--- config.mk ---
export PLATFORM = sky130hd
export DESIGN_NAME = color_select_ctrl
export DESIGN_NICKNAME = d
export VERILOG_FILES = /design/src/rtl/color_ctrl_pkg.sv /design/src/rtl/btn_debounce_repeat.sv /design/src/rtl/color_select_ctrl.sv
export SDC_FILE = /design/constraint.sdc
export NUM_CORES = 1
export LEC_CHECK = 0
export CELL_PAD_IN_SITES_DETAIL_PLACEMENT = 1
export CELL_PAD_IN_SITES_GLOBAL_PLACEMENT = 2
export CORE_MARGIN = 2
export CORE_UTILIZATION = 28
export CTS_BUF_LIST = sky130_fd_sc_hd__clkbuf_8
export DETAILED_ROUTE_END_ITERATION = 8
export HOLD_SLACK_MARGIN = 0.1
export PLACE_DENSITY_LB_ADDON = 0.1
export SETUP_SLACK_MARGIN = 0.1
export SKIP_LAST_GASP = 1
export SYNTH_ARGS = -nofsm -noshare
export SYNTH_HDL_FRONTEND = slang
export SYNTH_SLANG_ARGS = --single-unit
--- constraint.sdc ---
create_clock -name clk -period 3.4 [get_ports clk]
set_input_delay 0.85 -clock clk [delete_from_list [all_inputs] [get_ports clk]]
set_output_delay 0.85 -clock clk [all_outputs]
set_load 0.01 [all_outputs]
--- src/rtl/color_ctrl_pkg.sv ---
// Shared definitions for the colour-select controller.
//
// Contents:
//   COLOR_W_DEF    - default width of the colour index (3 bits: r,g,b)
//   COLOR_INIT_DEF - default reset / chord-load colour (001 = blue)
//   rep_state_e    - per-button auto-repeat state (IDLE, DELAY, REPEAT)
package color_ctrl_pkg;

    localparam int COLOR_W_DEF    = 3;
    localparam int COLOR_INIT_DEF = 1;

    typedef enum logic [1:0] {
        IDLE   = 2'd0,
        DELAY  = 2'd1,
        REPEAT = 2'd2
    } rep_state_e;

endpackage

--- src/rtl/btn_debounce_repeat.sv ---
// One push button: 2-flop synchroniser, debounce counter and auto-repeat FSM.
//
// Ports:
//   clk        - system clock
//   rst_n      - asynchronous active-low reset
//   btn_raw    - raw asynchronous button level, active-high
//   force_idle - holds the repeat FSM in IDLE and suppresses steps (chord held)
//   level      - debounced stable button level
//   press      - one-cycle pulse on a stable 0->1 transition
//   step       - one-cycle step request (press or auto-repeat)
module btn_debounce_repeat
    import color_ctrl_pkg::*;
#(
    parameter int DEBOUNCE_CYCLES = 50000,
    parameter int REPEAT_DELAY    = 25000000,
    parameter int REPEAT_PERIOD   = 5000000
) (
    input  logic clk,
    input  logic rst_n,
    input  logic btn_raw,
    input  logic force_idle,
    output logic level,
    output logic press,
    output logic step
);

    localparam int DB_W    = $clog2(DEBOUNCE_CYCLES + 1);
    localparam int REP_MAX = (REPEAT_DELAY > REPEAT_PERIOD) ? REPEAT_DELAY : REPEAT_PERIOD;
    localparam int REP_W   = (REP_MAX > 1) ? $clog2(REP_MAX) : 1;

    localparam logic [DB_W-1:0]  DB_LAST     = DB_W'(DEBOUNCE_CYCLES);
    localparam logic [REP_W-1:0] DELAY_LAST  = REP_W'((REPEAT_DELAY > 0) ? REPEAT_DELAY - 1 : 0);
    localparam logic [REP_W-1:0] PERIOD_LAST = REP_W'(REPEAT_PERIOD - 1);

    logic             sync1_q, sync2_q;
    logic             level_q, level_d;
    logic             press_q, press_d;
    logic [DB_W-1:0]  db_cnt_q, db_cnt_d;
    rep_state_e       state_q, state_d;
    logic [REP_W-1:0] rep_cnt_q, rep_cnt_d;
    logic             rep_step;

    // The counter holds DEBOUNCE_CYCLES once that many consecutive synchronised
    // samples disagreed; the stable level flips on the following edge.
    always_comb begin
        level_d  = level_q;
        press_d  = 1'b0;
        db_cnt_d = db_cnt_q;
        if (db_cnt_q == DB_LAST) begin
            level_d  = ~level_q;
            press_d  = ~level_q;
            db_cnt_d = '0;
        end else if (sync2_q != level_q) begin
            db_cnt_d = db_cnt_q + DB_W'(1);
        end else begin
            db_cnt_d = '0;
        end
    end

    // Release or a held chord always parks the FSM; with REPEAT_DELAY=0 it
    // never leaves IDLE so only the press event produces a step.
    always_comb begin
        state_d   = state_q;
        rep_cnt_d = rep_cnt_q;
        rep_step  = 1'b0;
        if (!level_q || force_idle || (REPEAT_DELAY == 0)) begin
            state_d   = IDLE;
            rep_cnt_d = '0;
        end else begin
            case (state_q)
                IDLE: begin
                    if (press_q) begin
                        state_d   = DELAY;
                        rep_cnt_d = '0;
                    end
                end
                DELAY: begin
                    if (rep_cnt_q == DELAY_LAST) begin
                        rep_step  = 1'b1;
                        state_d   = REPEAT;
                        rep_cnt_d = '0;
                    end else begin
                        rep_cnt_d = rep_cnt_q + REP_W'(1);
                    end
                end
                REPEAT: begin
                    if (rep_cnt_q == PERIOD_LAST) begin
                        rep_step  = 1'b1;
                        rep_cnt_d = '0;
                    end else begin
                        rep_cnt_d = rep_cnt_q + REP_W'(1);
                    end
                end
                default: begin
                    state_d   = IDLE;
                    rep_cnt_d = '0;
                end
            endcase
        end
    end

    always_ff @(posedge clk or negedge rst_n) begin
        if (!rst_n) begin
            sync1_q   <= 1'b0;
            sync2_q   <= 1'b0;
            level_q   <= 1'b0;
            press_q   <= 1'b0;
            db_cnt_q  <= '0;
            state_q   <= IDLE;
            rep_cnt_q <= '0;
        end else begin
            sync1_q   <= btn_raw;
            sync2_q   <= sync1_q;
            level_q   <= level_d;
            press_q   <= press_d;
            db_cnt_q  <= db_cnt_d;
            state_q   <= state_d;
            rep_cnt_q <= rep_cnt_d;
        end
    end

    assign level = level_q;
    assign press = press_q;
    assign step  = (press_q | rep_step) & ~force_idle;

endmodule

--- src/rtl/color_select_ctrl.sv ---
// Board-level user-input controller: two debounced buttons step a colour
// index up/down (with auto-repeat), both together reload the initial colour,
// and the DIP switches are synchronised into square enables.
//
// Ports:
//   clk           - system clock
//   rst_n         - asynchronous active-low reset
//   push_buttons  - raw buttons, [0]=up, [1]=down, active-high
//   dip_switch    - raw DIP switches
//   color         - current colour index (registered)
//   squares       - synchronised square enables (registered)
//   color_changed - one-cycle pulse when color takes a new value
module color_select_ctrl
    import color_ctrl_pkg::*;
#(
    parameter int COLOR_W         = COLOR_W_DEF,
    parameter int COLOR_INIT      = COLOR_INIT_DEF,
    parameter int NUM_SQUARES     = 4,
    parameter int DEBOUNCE_CYCLES = 50000,
    parameter int REPEAT_DELAY    = 25000000,
    parameter int REPEAT_PERIOD   = 5000000,
    parameter int WRAP            = 1
) (
    input  logic                   clk,
    input  logic                   rst_n,
    input  logic [1:0]             push_buttons,
    input  logic [NUM_SQUARES-1:0] dip_switch,
    output logic [COLOR_W-1:0]     color,
    output logic [NUM_SQUARES-1:0] squares,
    output logic                   color_changed
);

    localparam logic [COLOR_W-1:0] COLOR_MAX = '1;
    localparam logic [COLOR_W-1:0] INIT_VAL  = COLOR_W'(COLOR_INIT);

    logic [1:0]             level, press, step;
    logic                   both_held, chord;
    logic [COLOR_W-1:0]     color_q, color_d;
    logic                   color_changed_q, color_changed_d;
    logic [NUM_SQUARES-1:0] dip_s1_q, squares_q;

    for (genvar b = 0; b < 2; b++) begin : g_btn
        btn_debounce_repeat #(
            .DEBOUNCE_CYCLES(DEBOUNCE_CYCLES),
            .REPEAT_DELAY   (REPEAT_DELAY),
            .REPEAT_PERIOD  (REPEAT_PERIOD)
        ) u_btn (
            .clk       (clk),
            .rst_n     (rst_n),
            .btn_raw   (push_buttons[b]),
            .force_idle(both_held),
            .level     (level[b]),
            .press     (press[b]),
            .step      (step[b])
        );
    end

    // Both stable levels high can only arise through a press while the other
    // button was held, so holding the FSMs idle on both_held covers the chord.
    assign both_held = level[0] & level[1];
    assign chord     = both_held & (press[0] | press[1]);

    always_comb begin
        color_d = color_q;
        if (chord) begin
            color_d = INIT_VAL;
        end else if (step[0] && step[1]) begin
            color_d = color_q;
        end else if (step[0]) begin
            if (color_q != COLOR_MAX) begin
                color_d = color_q + COLOR_W'(1);
            end else if (WRAP != 0) begin
                color_d = '0;
            end
        end else if (step[1]) begin
            if (color_q != '0) begin
                color_d = color_q - COLOR_W'(1);
            end else if (WRAP != 0) begin
                color_d = COLOR_MAX;
            end
        end
        color_changed_d = (color_d != color_q);
    end

    always_ff @(posedge clk or negedge rst_n) begin
        if (!rst_n) begin
            color_q         <= INIT_VAL;
            color_changed_q <= 1'b0;
            dip_s1_q        <= '0;
            squares_q       <= '0;
        end else begin
            color_q         <= color_d;
            color_changed_q <= color_changed_d;
            dip_s1_q        <= dip_switch;
            squares_q       <= dip_s1_q;
        end
    end

    assign color         = color_q;
    assign squares       = squares_q;
    assign color_changed = color_changed_q;

endmodule
==> flow_summary.ini <==
[clock_tree]
clkTransAtPathRegs_ns = 0.12
clk_path_buf_depth = 2
cts_setup_buffers = 0
cts_sinks = 106
clock_latency_ns = 0.40
cts-resized-gates = 0
postCtsHoldBufs = 0
tritoncts = done
numCtsBuffers = 9
clockRootBuffer = clkbuf_8
htreeDepth = 3

[synth]
ys.flop_type = dfrtp_1
syn_area_um2 = 5560
synth_edf_count = 0
avgSynthCellArea_um2 = 9.76
ys_async_sr_fraction = 1.00
synth.distinct_cells = 50
yosysTopAreaCell = dfrtp_1
synth_cells = 570
synthTopCellsByArea = dfrtp_1, nor2_1, xor2_1, ha_1, nand3_1
synth-xor-area-share = 0.0803
yosysWarnings = 0
yosysSeqAreaShare = 0.477
muxShareOfSynthArea = 0.0256
synth-compound-area-share = 0.107
synth_simple_gate_area_frac = 0.247
synth_fa_ha_area_frac = 0.0405
synth_top_family_by_area = simple AND/OR/NAND/NOR gates
syn_nets = 596
synth-seq-cells = 106
yosysTopAreaCellShare = 0.472

[drt]
wl_met3_um = 332
post_drt_wl_per_cell_um = 15.8
drt_iter0_drc = 91
routed_wl_um = 13600
top_layer = met4
ant_nets = 0
first_pass_iters = 4
met2_length_um = 6840
met1Wirelength_um = 6300
drc = 0
vias = 4183
vias_per_cell = 4.86

[pwr]
leakage_nw = 2.54
seqPwrFrac = 0.573
swShare = 0.257
power.switching_mw = 0.575
power_frac_clock = 0.398
ir_drop_mv = 0.164
power_density_nw_per_um2 = 355
pwr-share-comb = 0.029
cell_internal_pwr_mw = 1.66

[cells_and_area]
finalInstanceArea_um2 = 6300
fin_util = 0.324
antenna_cells = 0
fillers = 2224
nNetsFinal = 617
area.growth.synth_to_final_pct = 13.3
final_cell_mix = dfrtp_1, nor2_1, nand2_1
drive_gt1_frac = 0.0688
final_common_cell = dfrtp_1

[die]
die_w_um = 145
die-height_um = 145
die-area_um2 = 21000
num_rows = 51
ios = 16
coreArea_um2 = 19500
start_util = 0.286

[sta]
drv_slew = 0
min_period_ns = 2.67
fin_skew_ns = 0.0163
tightest_slew_ns = 0.821
rsz0062_at_grt = no
hold_viol = 0
tns_ns = 0
setup_viol = 0
slew_headroom = 0.448
fin_hold_ws_ns = 0.365
post-route-period-util = 0.786
max_freq_mhz = 374

[hold_path]
hold_path_end = squares[0]
min-delay-start = dip_s1_q[0]
min_path_type = reg -> reg
holdPathStages = 0

[worst_setup_path]
setup.worst_path.class = reg -> reg
r2r_cells = 6
end_kind = flop
reg2reg_to = g_btn[1].u_btn.rep_cnt_q[5]
worst-path-max-fanout = 9
cp.arrival_ns = 2.97
reg2reg_from = g_btn[1].u_btn.rep_cnt_q[10]
start_kind = flop
required_ns = 3.70
reg2reg_slack_ns = 0.73

[placed_design]
gp_congestion = 0.725
placed_cell_area_um2 = 6070
port_buffers = 15
dp_hpwl_um = 9650

[run_status]
run_status = complete, no violations

[global_routing]
grt_max_degree = 55
grt_usage = 0.137
antenna_found_initial = 0
overflow = 0
grt_pass1_wl_um = 23400
grt_pass1_vias = 4583

[flow_run]
cap_viol_max_count = 0
[critical path: stages (launching register included)]
cell	delay, ns
dfrtp_1	0.43
or4b_1	0.54
or4_4	0.55
o21ai_2	0.26
a21o_1	0.36
o21ai_0	0.17
a22o_1	0.26
[how the worst max path moves through the flow]
| stage | cells past startpoint | startpoint | end | slack (ns) |
|---|---|---|---|---|
| 2_1_floorplan | 6 | g_btn[1].u_btn.rep_cnt_q[7] | color[2] | 1.05 |
| 3_3_place_gp | 6 | g_btn[1].u_btn.rep_cnt_q[7] | g_btn[1].u_btn.rep_cnt_q[20] | 0.78 |
| 3_5_place_dp | 6 | g_btn[1].u_btn.rep_cnt_q[10] | g_btn[1].u_btn.rep_cnt_q[5] | 0.76 |
| 4_1_cts | 6 | g_btn[1].u_btn.rep_cnt_q[7] | g_btn[1].u_btn.rep_cnt_q[5] | 0.73 |
| 5_1_grt | 8 | g_btn[0].u_btn.state_q[0] | color[2] | 0.56 |
| 6_report | 6 | g_btn[1].u_btn.rep_cnt_q[10] | g_btn[1].u_btn.rep_cnt_q[5] | 0.73 |
[state kept, by name, indices dropped and copies added, names as in the netlist]
name                   flops
color                      3
color_changed              1
dip_s1_q                   4
g_btn.u_btn.db_cnt_q      32
g_btn.u_btn.level          2
g_btn.u_btn.press          2
g_btn.u_btn.rep_cnt_q     50
g_btn.u_btn.state_q        4
g_btn.u_btn.sync1_q        2
g_btn.u_btn.sync2_q        2
squares                    4
[metrics by stage]
stage / worst slack, ns / cells / total power [mW]
2_1_floorplan: 1.05 / 570 / 1.32
3_3_place_gp: 0.784 / 845 / 1.37
3_5_place_dp: 0.759 / 845 / 1.38
4_1_cts: 0.730 / 861 / 2.30
5_1_grt: 0.562 / 861 / 2.35
6_report: 0.727 / 861 / 2.24
[power groups by stage]
stage	logic (mW)	registers, mW	clock network [mW]
6_report	0.0647	1.28	0.892
5_1_grt	0.0754	1.29	0.994
4_1_cts	0.0695	1.28	0.949
3_5_place_dp	0.0693	1.31	0
3_3_place_gp	0.0676	1.31	0
2_1_floorplan	0.0167	1.31	0
[kinds of logic after synthesis]
logic type      Yosys count
compound gates           81
xor+xnor                 51
fa+ha+maj                18
buf+inv                  33
flops                   106
mux                      14
simple gates            267
[layer usage]
metal,global-route usage,vias to the layer above
met5,0,-
met4,0.0327,0
met3,0.0330,10
met2,0.239,29
met1,0.171,2113
li1,-,2031
[synthesized netlist by cell type (2+ instances only)]
cell	count
dfrtp_1	105
nor2_1	81
nand2_1	48
nand3_1	38
xor2_1	33
a21oi_1	22
inv_1	21
o21ai_0	20
nand4_1	19
ha_1	18
xnor2_1	18
a22o_1	13
and3_1	13
mux2i_1	12
clkbuf_1	11
and4_1	9
nor4_1	8
and2_1	7
nor3_1	7
nor4bb_1	7
a21o_1	6
nand2b_1	6
nor2b_1	5
nor3b_1	4
or3_1	4
nand3b_1	3
a211o_1	2
a211oi_1	2
a211oi_2	2
mux2_2	2
nor4b_1	2
o21a_1	2
or2_2	2
or4b_1	2
[final cells by class]
class	count	area, um^2	area share
timing repair buffer	22	213	0.0338
clock buffer	9	124	0.0197
clock inverter	7	108	0.0171
sequential	106	2650	0.421
inverter	21	78.8	0.0125
multi-input combinational	431	2790	0.443
tap	265	332	0.0526
Note: power is estimated with default switching activity, not from simulation.
